### src/rtl/ychip_run_ctrl.sv
// Run/step sequencer for the single-cycle yChip: loads the entry point, then gates execute cycles.
// Optional breakpoint support is compiled in when RUN_CTRL_BREAK_EN is defined.
module ychip_run_ctrl #(
  parameter logic [31:0] HALT_INS = 32'h1000FFFF,
  parameter int          CNT_W    = 16
) (
  input  logic             clk,
  input  logic             reset,
  input  logic             start,
  input  logic             step_mode,
  input  logic             stop,
  input  logic             step,
  input  logic [31:0]      entry_in,
  input  logic [CNT_W-1:0] max_cycles,
  input  logic [31:0]      ins,
  input  logic [31:0]      pc,
  input  logic [31:0]      bp_addr,
  output logic [31:0]      entry_point,
  output logic             int_out,
  output logic             cpu_ce,
  output logic             busy,
  output logic             done,
  output logic             halted,
  output logic [CNT_W-1:0] cycle_cnt
);

  typedef enum logic [2:0] {
    S_IDLE,
    S_LOAD,
    S_RUN,
    S_PAUSE,
    S_STEP,
    S_DONE
  } state_t;

  state_t           state;
  state_t           state_nx;
  logic [CNT_W-1:0] max_q;
  logic             step_mode_q;
  logic [CNT_W-1:0] cnt_inc;
  logic             is_halt;
  logic             exec_state;
  logic             exec;
  logic             budget_end;
  logic             accept_load;
  logic             bp_hit;

`ifdef RUN_CTRL_BREAK_EN
  // Set for the first RUN cycle after a resume so the breakpoint instruction itself executes.
  logic resume_q;

  always_ff @(posedge clk or posedge reset) begin
    if (reset) begin
      resume_q <= 1'b0;
    end else begin
      resume_q <= (state == S_PAUSE) && start;
    end
  end

  assign bp_hit = (state == S_RUN) && !resume_q && (pc == bp_addr);
`else
  logic unused_bp;

  assign unused_bp = ^{pc, bp_addr};
  assign bp_hit    = 1'b0;
`endif

  assign cnt_inc     = cycle_cnt + CNT_W'(1);
  assign is_halt     = (ins == HALT_INS);
  assign exec_state  = (state == S_RUN) || (state == S_STEP);
  assign exec        = exec_state && !is_halt && !bp_hit;
  assign budget_end  = (max_q != '0) && (cnt_inc == max_q);
  assign accept_load = ((state == S_IDLE) || (state == S_DONE)) && start;

  // cpu_ce stays combinational so a HALT or breakpoint is blocked in the very cycle it is fetched.
  assign cpu_ce = (state == S_LOAD) || exec;

  always_comb begin
    // NOTE: default first so every path assigns state_nx and no latch is inferred.
    state_nx = state;
    unique case (state)
      S_IDLE, S_DONE: begin
        if (start) state_nx = S_LOAD;
      end
      S_LOAD: begin
        state_nx = step_mode_q ? S_PAUSE : S_RUN;
      end
      S_RUN, S_STEP: begin
        if (is_halt) begin
          state_nx = S_DONE;
        end else if (bp_hit) begin
          state_nx = S_PAUSE;
        end else if (budget_end) begin
          state_nx = S_DONE;
        end else if ((state == S_STEP) || stop) begin
          state_nx = S_PAUSE;
        end
      end
      S_PAUSE: begin
        if (start) begin
          state_nx = S_RUN;
        end else if (step) begin
          state_nx = S_STEP;
        end
      end
      default: state_nx = S_IDLE;
    endcase
  end

  always_ff @(posedge clk or posedge reset) begin
    if (reset) begin
      state       <= S_IDLE;
      entry_point <= '0;
      max_q       <= '0;
      step_mode_q <= 1'b0;
      int_out     <= 1'b0;
      busy        <= 1'b0;
      done        <= 1'b0;
      halted      <= 1'b0;
      cycle_cnt   <= '0;
    end else begin
      // NOTE: non-blocking assignments so every flop samples pre-edge values.
      state   <= state_nx;
      int_out <= (state_nx == S_LOAD);
      busy    <= (state_nx == S_LOAD) || (state_nx == S_RUN) || (state_nx == S_STEP);
      done    <= (state_nx == S_DONE);

      if (accept_load) begin
        entry_point <= entry_in;
        max_q       <= max_cycles;
        step_mode_q <= step_mode;
        cycle_cnt   <= '0;
        halted      <= 1'b0;
      end else begin
        if (exec) cycle_cnt <= cnt_inc;
        if (exec_state && is_halt) halted <= 1'b1;
      end
    end
  end

endmodule

### config.mk
export PLATFORM = sky130hd
export DESIGN_NAME = ychip_run_ctrl
export DESIGN_NICKNAME = d
export VERILOG_FILES = /design/src/rtl/ychip_run_ctrl.sv
export SDC_FILE = /design/constraint.sdc
export NUM_CORES = 1
export LEC_CHECK = 0
export ABC_CLOCK_PERIOD_IN_PS = 2900
export BUFFER_PORTS_ARGS = -buffer_cell sky130_fd_sc_hd__buf_2
export CORE_AREA = 2 2 96 98
export CTS_CLUSTER_SIZE = 28
export DETAILED_ROUTE_END_ITERATION = 16
export DIE_AREA = 0 0 98 100
export PLACE_DENSITY = 0.78
export REMOVE_ABC_BUFFERS = 1
export SLEW_MARGIN = 10
export SYNTH_ARGS = -nofsm -noshare
export SYNTH_HDL_FRONTEND = slang
export SYNTH_SLANG_ARGS = --single-unit
### constraint.sdc
create_clock -name clk -period 2.9 [get_ports clk]
set_clock_uncertainty 0.05 [all_clocks]
set_input_delay 0.29 -clock clk [delete_from_list [all_inputs] [get_ports clk]]
set_output_delay 0.29 -clock clk [all_outputs]
set_load 0.01 [all_outputs]
---- Word-level counts from Yosys, hierarchy flattened ----
Index checks and enable logic that the tools add are counted.
word-level totals
  bits of input ports ..................... 150
  word-level logic and storage cells ...... 50
  output and inout bits ................... 53
  bits in registers ....................... 72
operators by class
  eq/ne operators ......................... 11
  $add $sub $neg .......................... 1
  reductions and logical operators ........ 17
  mux-type cells .......................... 12
operators with widths
  operator                                          number
  == test 32 x 29 -> 1 bit (second input constant)  1
  two-way mux 16 bit                                2
  two-way mux 3 bit                                 6
  adder 16 x 1 -> 16 bit (second input constant)    1
  == test 16 bit                                    1
  nonzero test 16 bit                               1
  == test 3 bit (second input constant)             4
  one-hot mux 3 bit (4 select lines)                1
  == test 3 x 2 -> 1 bit (second input constant)    3
  == test 3 x 1 -> 1 bit (second input constant)    2
  logical OR 1 bit                                  6
  logical AND 1 bit                                 4
  nonzero test 2 bit                                2
  OR reduction 2 bit                                2
  zero test 3 bit                                   1
  two-way mux 1 bit                                 3
  zero test 1 bit                                   1

---- Longest topological paths before layout ----
Gate-level depths: netlist (run 1).
  depth after elaboration ................. 9
  gate-level depth with buffers ........... 8

---- Worst setup path before layout (run 1) ----
Ideal clock, no wire load.
  kind .................................... reg2reg
  from .................................... register cycle_cnt[0]
  to ...................................... register busy
  cell stages (with the launch flop) ...... 9
  slack ................................... 0.510 ns
  setup time .............................. 0.136 ns
  buffers on the path ..................... 1
  arrival ................................. 2.204 ns
  required time ........................... 2.714 ns
  cell sequence ........................... dfrtp_1 -> ha_1 -> nand3_1 -> buf_2 -> nor4_1 -> xnor2_1 -> o31ai_1 -> nor4_4 -> o21ai_0
between the ends
  word-level cells in the longest chain between the ends .. 9
  elaborated cells on any way between the ends .. 11
  those cells by class .................... add/sub: 1; eq/ne: 4; mux: 3; reduce/logical: 3
RTL lines
  item                                                                     line  text
  start, declared                                                          24    output logic [CNT_W-1:0] cycle_cnt
  start signal, assigned                                                   135   if (exec) cycle_cnt <= cnt_inc;
  adder 16 x 1 -> 16 bit (*)                                               68    assign cnt_inc = cycle_cnt + CNT_W'(1);
  == test 16 bit (*)                                                       72    assign budget_end = (max_q != '0) && (cnt_inc == max_q);
  logical AND 1 bit (*)                                                    72
  two-way mux 3 bit (*)                                                    93    end else if (budget_end) begin
  two-way mux 3 bit (*)                                                    89    if (is_halt) begin
  one-hot mux 3 bit (4 select lines) (*)                                   81    unique case (state)
  == test 3 x 1 -> 1 bit / == test 3 x 2 -> 1 bit (equally long branches)  125   busy <= (state_nx == S_LOAD) || (state_nx == S_RUN) || (state_nx == S_STEP);
  logical OR 1 bit                                                         125
  logical OR 1 bit (*)                                                     125
  end signal, assigned                                                     125
  end, declared                                                            21    output logic busy,
Mark *: on every way between the ends. The rest lies on a longest branch, timed or not.
A chain may end at the register's enable or synchronous reset.

---- Worst setup path in the final report (run 1) ----
Same ends and word-level chain as after synthesis.

==> results of run 1 <==
[sequential cells by signal, summed over array words and instances (netlist names)]
name,cells
busy,1
done,1
state,3
entry_point,32
step_mode_q,1
int_out,1
halted,1
max_q,16
cycle_cnt,16
[cells in the final DEF, fill, tap and decap left out, drive strengths merged, types with 3 or more instances in the layout]
cell type / n
nand2b: 9
nor4: 12
nand3b: 3
o22a: 3
nor2b: 8
xnor2: 12
clkinv: 3
nand4: 13
nand2: 19
mux2: 47
nor4b: 4
a21oi: 16
inv: 11
xor2: 5
dfrtp: 72
nand3: 7
buf: 148
o21ai: 33
o41ai: 3
nor2: 20
or3: 6
clkbuf: 9
and3: 3
o31ai: 7
[kinds of logic after synthesis]
group,count (synthesis),share of synthesized area [%]
flops,72,47.2
mux,49,14.4
fa+ha+maj,1,0.328
simple gates,114,17.2
compound gates,79,12.8
buf+inv,28,3.54
xor+xnor,18,4.49
[metal layers]
layer / GRT usage (%) / vias to the layer above / routed length [um]
li1: - / 1610 / -
met1: 24.8 / 1589 / 4070
met2: 31.0 / 116 / 4570
met3: 4.39 / 17 / 597
met4: 7.37 / 0 / 199
met5: 0 / - / 0
[final timing paths]
check                                           start                           to  slack [ps]  cells past startpoint
max in group asynchronous                       reset         max_q[6]$_DFFE_PP0P_        2040                      3
min in group clk                            step_mode      step_mode_q$_DFFE_PP0P_         100                      3
max reg2reg                  cycle_cnt[0]$_DFFE_PP0P_               busy$_DFF_PP0_         340                      7
min reg2reg                entry_point[5]$_DFFE_PP0P_   entry_point[5]$_DFFE_PP0P_         460                      1
min                                             reset  entry_point[11]$_DFFE_PP0P_          20                      2
max                          cycle_cnt[0]$_DFFE_PP0P_               busy$_DFF_PP0_         340                      7
[per-stage QoR]
step                setup TNS (ps)  worst slack [ps]  utilization [%]  hold WS (ps)
finish                           0               339             54.2          15.9
global route                     0              86.3             54.2          81.2
CTS                              0               226             54.2          34.5
detailed placement               0               252             52.1           416
global placement                 0               310             52.1           416
floorplan                  -280470             -4840                -           357
[layout make-up]
| type | instances | share of cell area, % |
|---|---|---|
| multi-input combinational | 261 | 39.3 |
| sequential | 72 | 37.4 |
| timing repair buffer | 148 | 16.1 |
| tap | 111 | 2.88 |
| clock buffer | 9 | 2.57 |
| clock inverter | 7 | 1.14 |
| inverter | 8 | 0.623 |
[critical path: cells and delay by family, from the launching register on]
kind	cells	cell delay (ps)
flops	1	350
compound gates	3	770
simple gates	3	970
fa+ha+maj	1	280
[power groups by stage]
| stage | registers, mW | logic (mW) | clock network, mW |
|---|---|---|---|
| after global placement | 1.73 | 1.84 | 0 |
| after global routing | 1.81 | 2.07 | 0.795 |
| after detailed placement | 1.76 | 1.90 | 0 |
| after CTS | 1.74 | 1.90 | 0.754 |
| after floorplan | 1.83 | 1.15 | 0 |
| final | 1.75 | 1.88 | 0.732 |
==> results by group, run 1 <==
STA
  • Final min period: 2560 ps
  • Crit share post-route: 88.3%
  • F_max: just under 400 MHz
  • Slew @ Worst Pin: between 700 and 800 ps
  • RSZ-0062 raised after global routing: false
  • Setup-failing EPs final: 0
  • Final Max Slew Viols: 0
  • Slew HR: 50.0%
  • Count of final hold-check violations: 0

Detailed routing
  • Drc violations: 0
  • Post-route ant nets: 0
  • WL per Instance: 15.3 um
  • Routed vias: 3,332
  • Initial drt markers: 140
  • First drt pass iteration count: 4
  • Vias/cell: between 5 and 6
  • Post-Route WL: about 9.4 mm

Worst setup path
  • Crit. End Element: register
  • WP data required: 3060 ps
  • Crit path DAT: 2720 ps
  • Largest incremental delay on the critical path: about 430 ps
  • Slowest stage cell on the critical path: or3_1
  • Crit path kind: register to register
  • CP max FO: 10
  • Startpoint Class: register
  • Crit-path cells: ha_1 -> nand3_2 -> or3_1 -> a2111oi_0 -> o311ai_1 -> nor4_4 -> o21ai_0

GRT
  • Maximum number of pins on one net before global-route repair: slightly below 60
  • Vias in the first global route: ~3,200
  • Antenna violations before repair: 0
  • First-pass GRT wire length: approximately 15 mm
  • Grt ovf: 0
  • Total track usage: a little under a fifth

CTS
  • CTS root buf: clkbuf_8
  • H-Tree Depth: 3
  • Post-CTS setup buffer count: 0
  • Num Clock Sinks: roughly 70
  • Clk buf depth: 2
  • Clock buffers created by TritonCTS: 9
  • Post-CTS resize count: 0
  • Worst-path clk slew: 80 ps
  • Clk_lat worst skew: about 350 ps
  • CTS tree: done
  • Hold_buf cts: 0

Finish
  • Footprint of the multi-input gates: 0.00189 mm2
  • NumNets Final: about 650
  • Post-route non-filler standard cell count: slightly above 600
  • Area taken by flip-flops and latches: approximately 0.0018 mm2
  • Fillers: between 800 and 900
  • Antenna diode count: 0
  • Area delta synth->final: 26.4%
  • Layout Cell Area excl Fill: between 0.004 and 0.005 mm2
  • Share of layout cells above drive strength 1: 43.8%

Power
  • Pleak: between 2 and 2.5 nW
  • Clock share of power: 16.8%
  • Int Power: between 2 and 3 mW
  • Max VDD drop: 527 uV
  • Switching share of total power: 38.4%
  • Share of power burned in registers: between 40% and 50%
  • Net switching power: 1.68 mW
  • Power density cells: between 900 and 1000 mW/mm2
  • Tot Pwr: between 4 and 5 mW
  • Combinational power share: a little over two fifths

Place
  • # port buffers: 138
  • Dpl cells: 600
  • DP HPWL: between 7 and 8 mm
  • Final GP Congestion: roughly 0.9
  • Placed inst area: between 0.004 and 0.005 mm2

Synth
  • Seq/Total Area, Yosys: approximately 47%
  • Main synth FF type: dfrtp_1
  • Number of synthesized flops with an enable pin: 0
  • Top post-synthesis cells by area: dfrtp_1, mux2_2, o21ai_0, xnor2_1, nand4_1
  • Cell count after synthesis: 361
  • Yosys reg bits: 72
  • Most common cell in the netlist: dfrtp_1
  • Post-synth cell types: between 50 and 60
  • Post-synth top area share: around 47%
  • Cell accounting for the most synthesized area: dfrtp_1
  • Post-Synthesis Cell Area: about 0.0038 mm2
  • YS warnings: 0
  • Avg Cell Area, Syn: 10.6 um2
  • Asr flop ratio synth: between 90% and 100%
  • Top cells by count, synth: dfrtp_1, mux2_2, o21ai_0

Floorplanning
  • Die Y-Extent: 100 um
  • Die width: around 98 um
  • Die ar.: 0.00980 mm2
  • Cell Rows: 35
  • Initial Utilization: between 40% and 50%
  • I/O pin cnt: 203
  • Core Area: just under 0.009 mm2

Worst hold path
  • Type of the worst min-delay path: input pin to async pin

Outcome
  • Status: finished, final reports clean

Run
  • Max Cap Viol: 0
(Power assumes the default switching activity.)
==> inputs of run 2 (changes only) <==
Settings changed: CELL_PAD_IN_SITES_DETAIL_PLACEMENT set to 1, CELL_PAD_IN_SITES_GLOBAL_PLACEMENT set to 2, CORE_AREA 2 2 96 98 to 2 2 125 127, DIE_AREA 0 0 98 100 to 0 0 127 129, PLACE_DENSITY 0.78 to not set, PLACE_DENSITY_LB_ADDON set to 0.1.
==> results by group, run 2 (synthesized netlist as in run 1, its figures left out) <==
CTS
  • Worst-path clk slew: 60 ps
  • Post-CTS setup buffer count: 0
  • Clk_lat worst skew: about 340 ps
  • H-Tree Depth: 3
  • Clk buf depth: 2
  • CTS tree: done
  • Num Clock Sinks: 72
  • CTS root buf: clkbuf_16
  • Clock buffers created by TritonCTS: 9

Worst setup path
  • Crit. End Element: register
  • Crit path kind: register to register
  • WP data required: roughly 3100 ps
  • Startpoint Class: register
  • Crit path DAT: ~2800 ps
  • R2r setup slk: 290 ps
  • CP max FO: 9

Place
  • Final GP Congestion: 0.764
  • DP HPWL: 8.55 mm
  • # port buffers: 138
  • Dpl cells: 684

STA
  • Crit share post-route: about nine tenths
  • Slew HR: between 50% and 60%
  • Slew @ Worst Pin: ~750 ps
  • RSZ-0062 raised after global routing: false
  • Hold Slack: between 30 and 40 ps
  • Setup-failing EPs final: 0
  • Final min period: ~2600 ps
  • Count of final hold-check violations: 0
  • F_max: about 380 MHz
  • Final Max Slew Viols: 0

Worst hold path
  • Type of the worst min-delay path: input pin to async pin

Power
  • Power density cells: 951 mW/mm2
  • Switching share of total power: a little over a third
  • Tot Pwr: 4.86 mW
  • Max VDD drop: approximately 390 uV
  • Pleak: 2.30 nW
  • Clock share of power: about a quarter
  • Combinational power share: around 40%
  • Int Power: between 3 and 4 mW
  • Share of power burned in registers: 35.9%
  • Net switching power: about 1.8 mW

Floorplanning
  • Die Y-Extent: roughly 130 um
  • I/O pin cnt: 203
  • Initial Utilization: between 20% and 30%
  • Cell Rows: 45
  • Core Area: roughly 0.015 mm2
  • Die ar.: about 0.016 mm2
  • Die width: around 130 um

GRT
  • Total track usage: roughly 14%
  • Antenna violations before repair: 0
  • Vias in the first global route: roughly 3,500
  • Maximum number of pins on one net before global-route repair: 57
  • Grt ovf: 0
  • First-pass GRT wire length: roughly 18 mm

Finish
  • Regs by FF count: entry_point x32, cycle_cnt x16, max_q x16
  • Share of layout cells above drive strength 1: ~44%
  • Fillers: approximately 1,700
  • NumNets Final: approximately 660
  • Leading cell type in the layout, fill and taps excluded: buf_2
  • Most frequent cells in the layout: buf_2, dfrtp_1, mux2_2, o21ai_0, nor2_1
  • Layout Utilization: between 30% and 40%
  • Post-route non-filler standard cell count: between 600 and 700
  • Top reg by flops: entry_point
  • Number of flip-flops in the largest register: 32
  • Antenna diode count: 0
  • Area delta synth->final: 34.0%

Detailed routing
  • Routed vias: around 3,400
  • WL per Instance: approximately 16 um
  • Post-Route WL: roughly 11 mm
  • First drt pass iteration count: 4
  • Post-route ant nets: 0
  • Vias/cell: approximately 4.9
  • Drc violations: 0
  • Initial drt markers: 82

Outcome
  • Status: finished, final reports clean

Run
  • Max Cap Viol: 0
==> run 2: cell count changes in the layout (fill, tap and decap cells not counted) <==
cell	before	now
inv_6	2	1
clkbuf_16	0	9
buf_4	9	15
clkbuf_8	9	2
a2111oi_1	0	1
inv_8	1	0
clkinv_2	2	1
clkinvlp_4	1	0
buf_12	1	2
a2111oi_0	1	0
bufinv_16	0	1
==> run 2: through the flow <==
step / TNS, ps / setup WS (ps) / cell area [um2]
after global routing: 0 / 67.4 / 5110
after detailed placement: 0 / 112 / 4800
after CTS: 0 / 74.6 / 5100
after global placement: 0 / 244 / 4800
after floorplan: -280470 / -4840 / 3710
final: 0 / 290 / 5110
==> run 2: timing repair <==
action | 4_1_cts | 5_1_grt
hold buffers | 0 | 0
endpoints found under the setup margin | 0 | 5
gates resized for setup | 0 | 2
==> run 2: critical path, stage by stage, from the launching register on <==
cell and delay, ps:
dfrtp_1 530, and4_1 480, nand2_4 130, a221o_1 320, a2111o_1 400, nor4_4 410
o21ai_0 160
==> run 2: layout make-up <==
cell class / instances / area [um2] / share of cell area (%)
Multi-Input combinational cell: 261 / 1890 / 37.1
Sequential cell: 72 / 1800 / 35.3
Timing Repair Buffer: 155 / 843 / 16.5
Clock buffer: 11 / 253 / 4.95
Tap cell: 188 / 235 / 4.60
Clock inverter: 4 / 52.6 / 1.03
Inverter: 8 / 30.0 / 0.588
==> run 2: metal layers <==
| layer | global-route usage, % | share of wire [%] | up-vias |
|---|---|---|---|
| met1 | 18.9 | 46 | 1650 |
| met3 | 4.41 | 7.6 | 11 |
| li1 | - | - | 1630 |
| met4 | 5.82 | 1.7 | 0 |
| met2 | 22.3 | 44 | 109 |
| met5 | 0 | 0 | - |
==> run 2: worst paths after layout <==
path                                                   from                           to  depth (start not counted)
max in group asynchronous                             reset        max_q[10]$_DFFE_PP0P_                          3
worst min register to register  entry_point[12]$_DFFE_PP0P_  entry_point[12]$_DFFE_PP0P_                          1
worst max register to register     cycle_cnt[3]$_DFFE_PP0P_               busy$_DFF_PP0_                          6
worst max-delay path               cycle_cnt[3]$_DFFE_PP0P_               busy$_DFF_PP0_                          6
worst min-delay path                                  reset  entry_point[17]$_DFFE_PP0P_                          2
min in group clk                                  step_mode      step_mode_q$_DFFE_PP0P_                          3
==> run 2: power by group through the flow <==
stage / clock network (mW) / logic, mW / registers (mW)
after global routing: 1.23 / 2.17 / 1.82
after CTS: 1.19 / 2.00 / 1.75
after detailed placement: 0 / 1.99 / 1.76
final: 1.15 / 1.96 / 1.74
after floorplan: 0 / 1.15 / 1.83
after global placement: 0 / 1.97 / 1.74
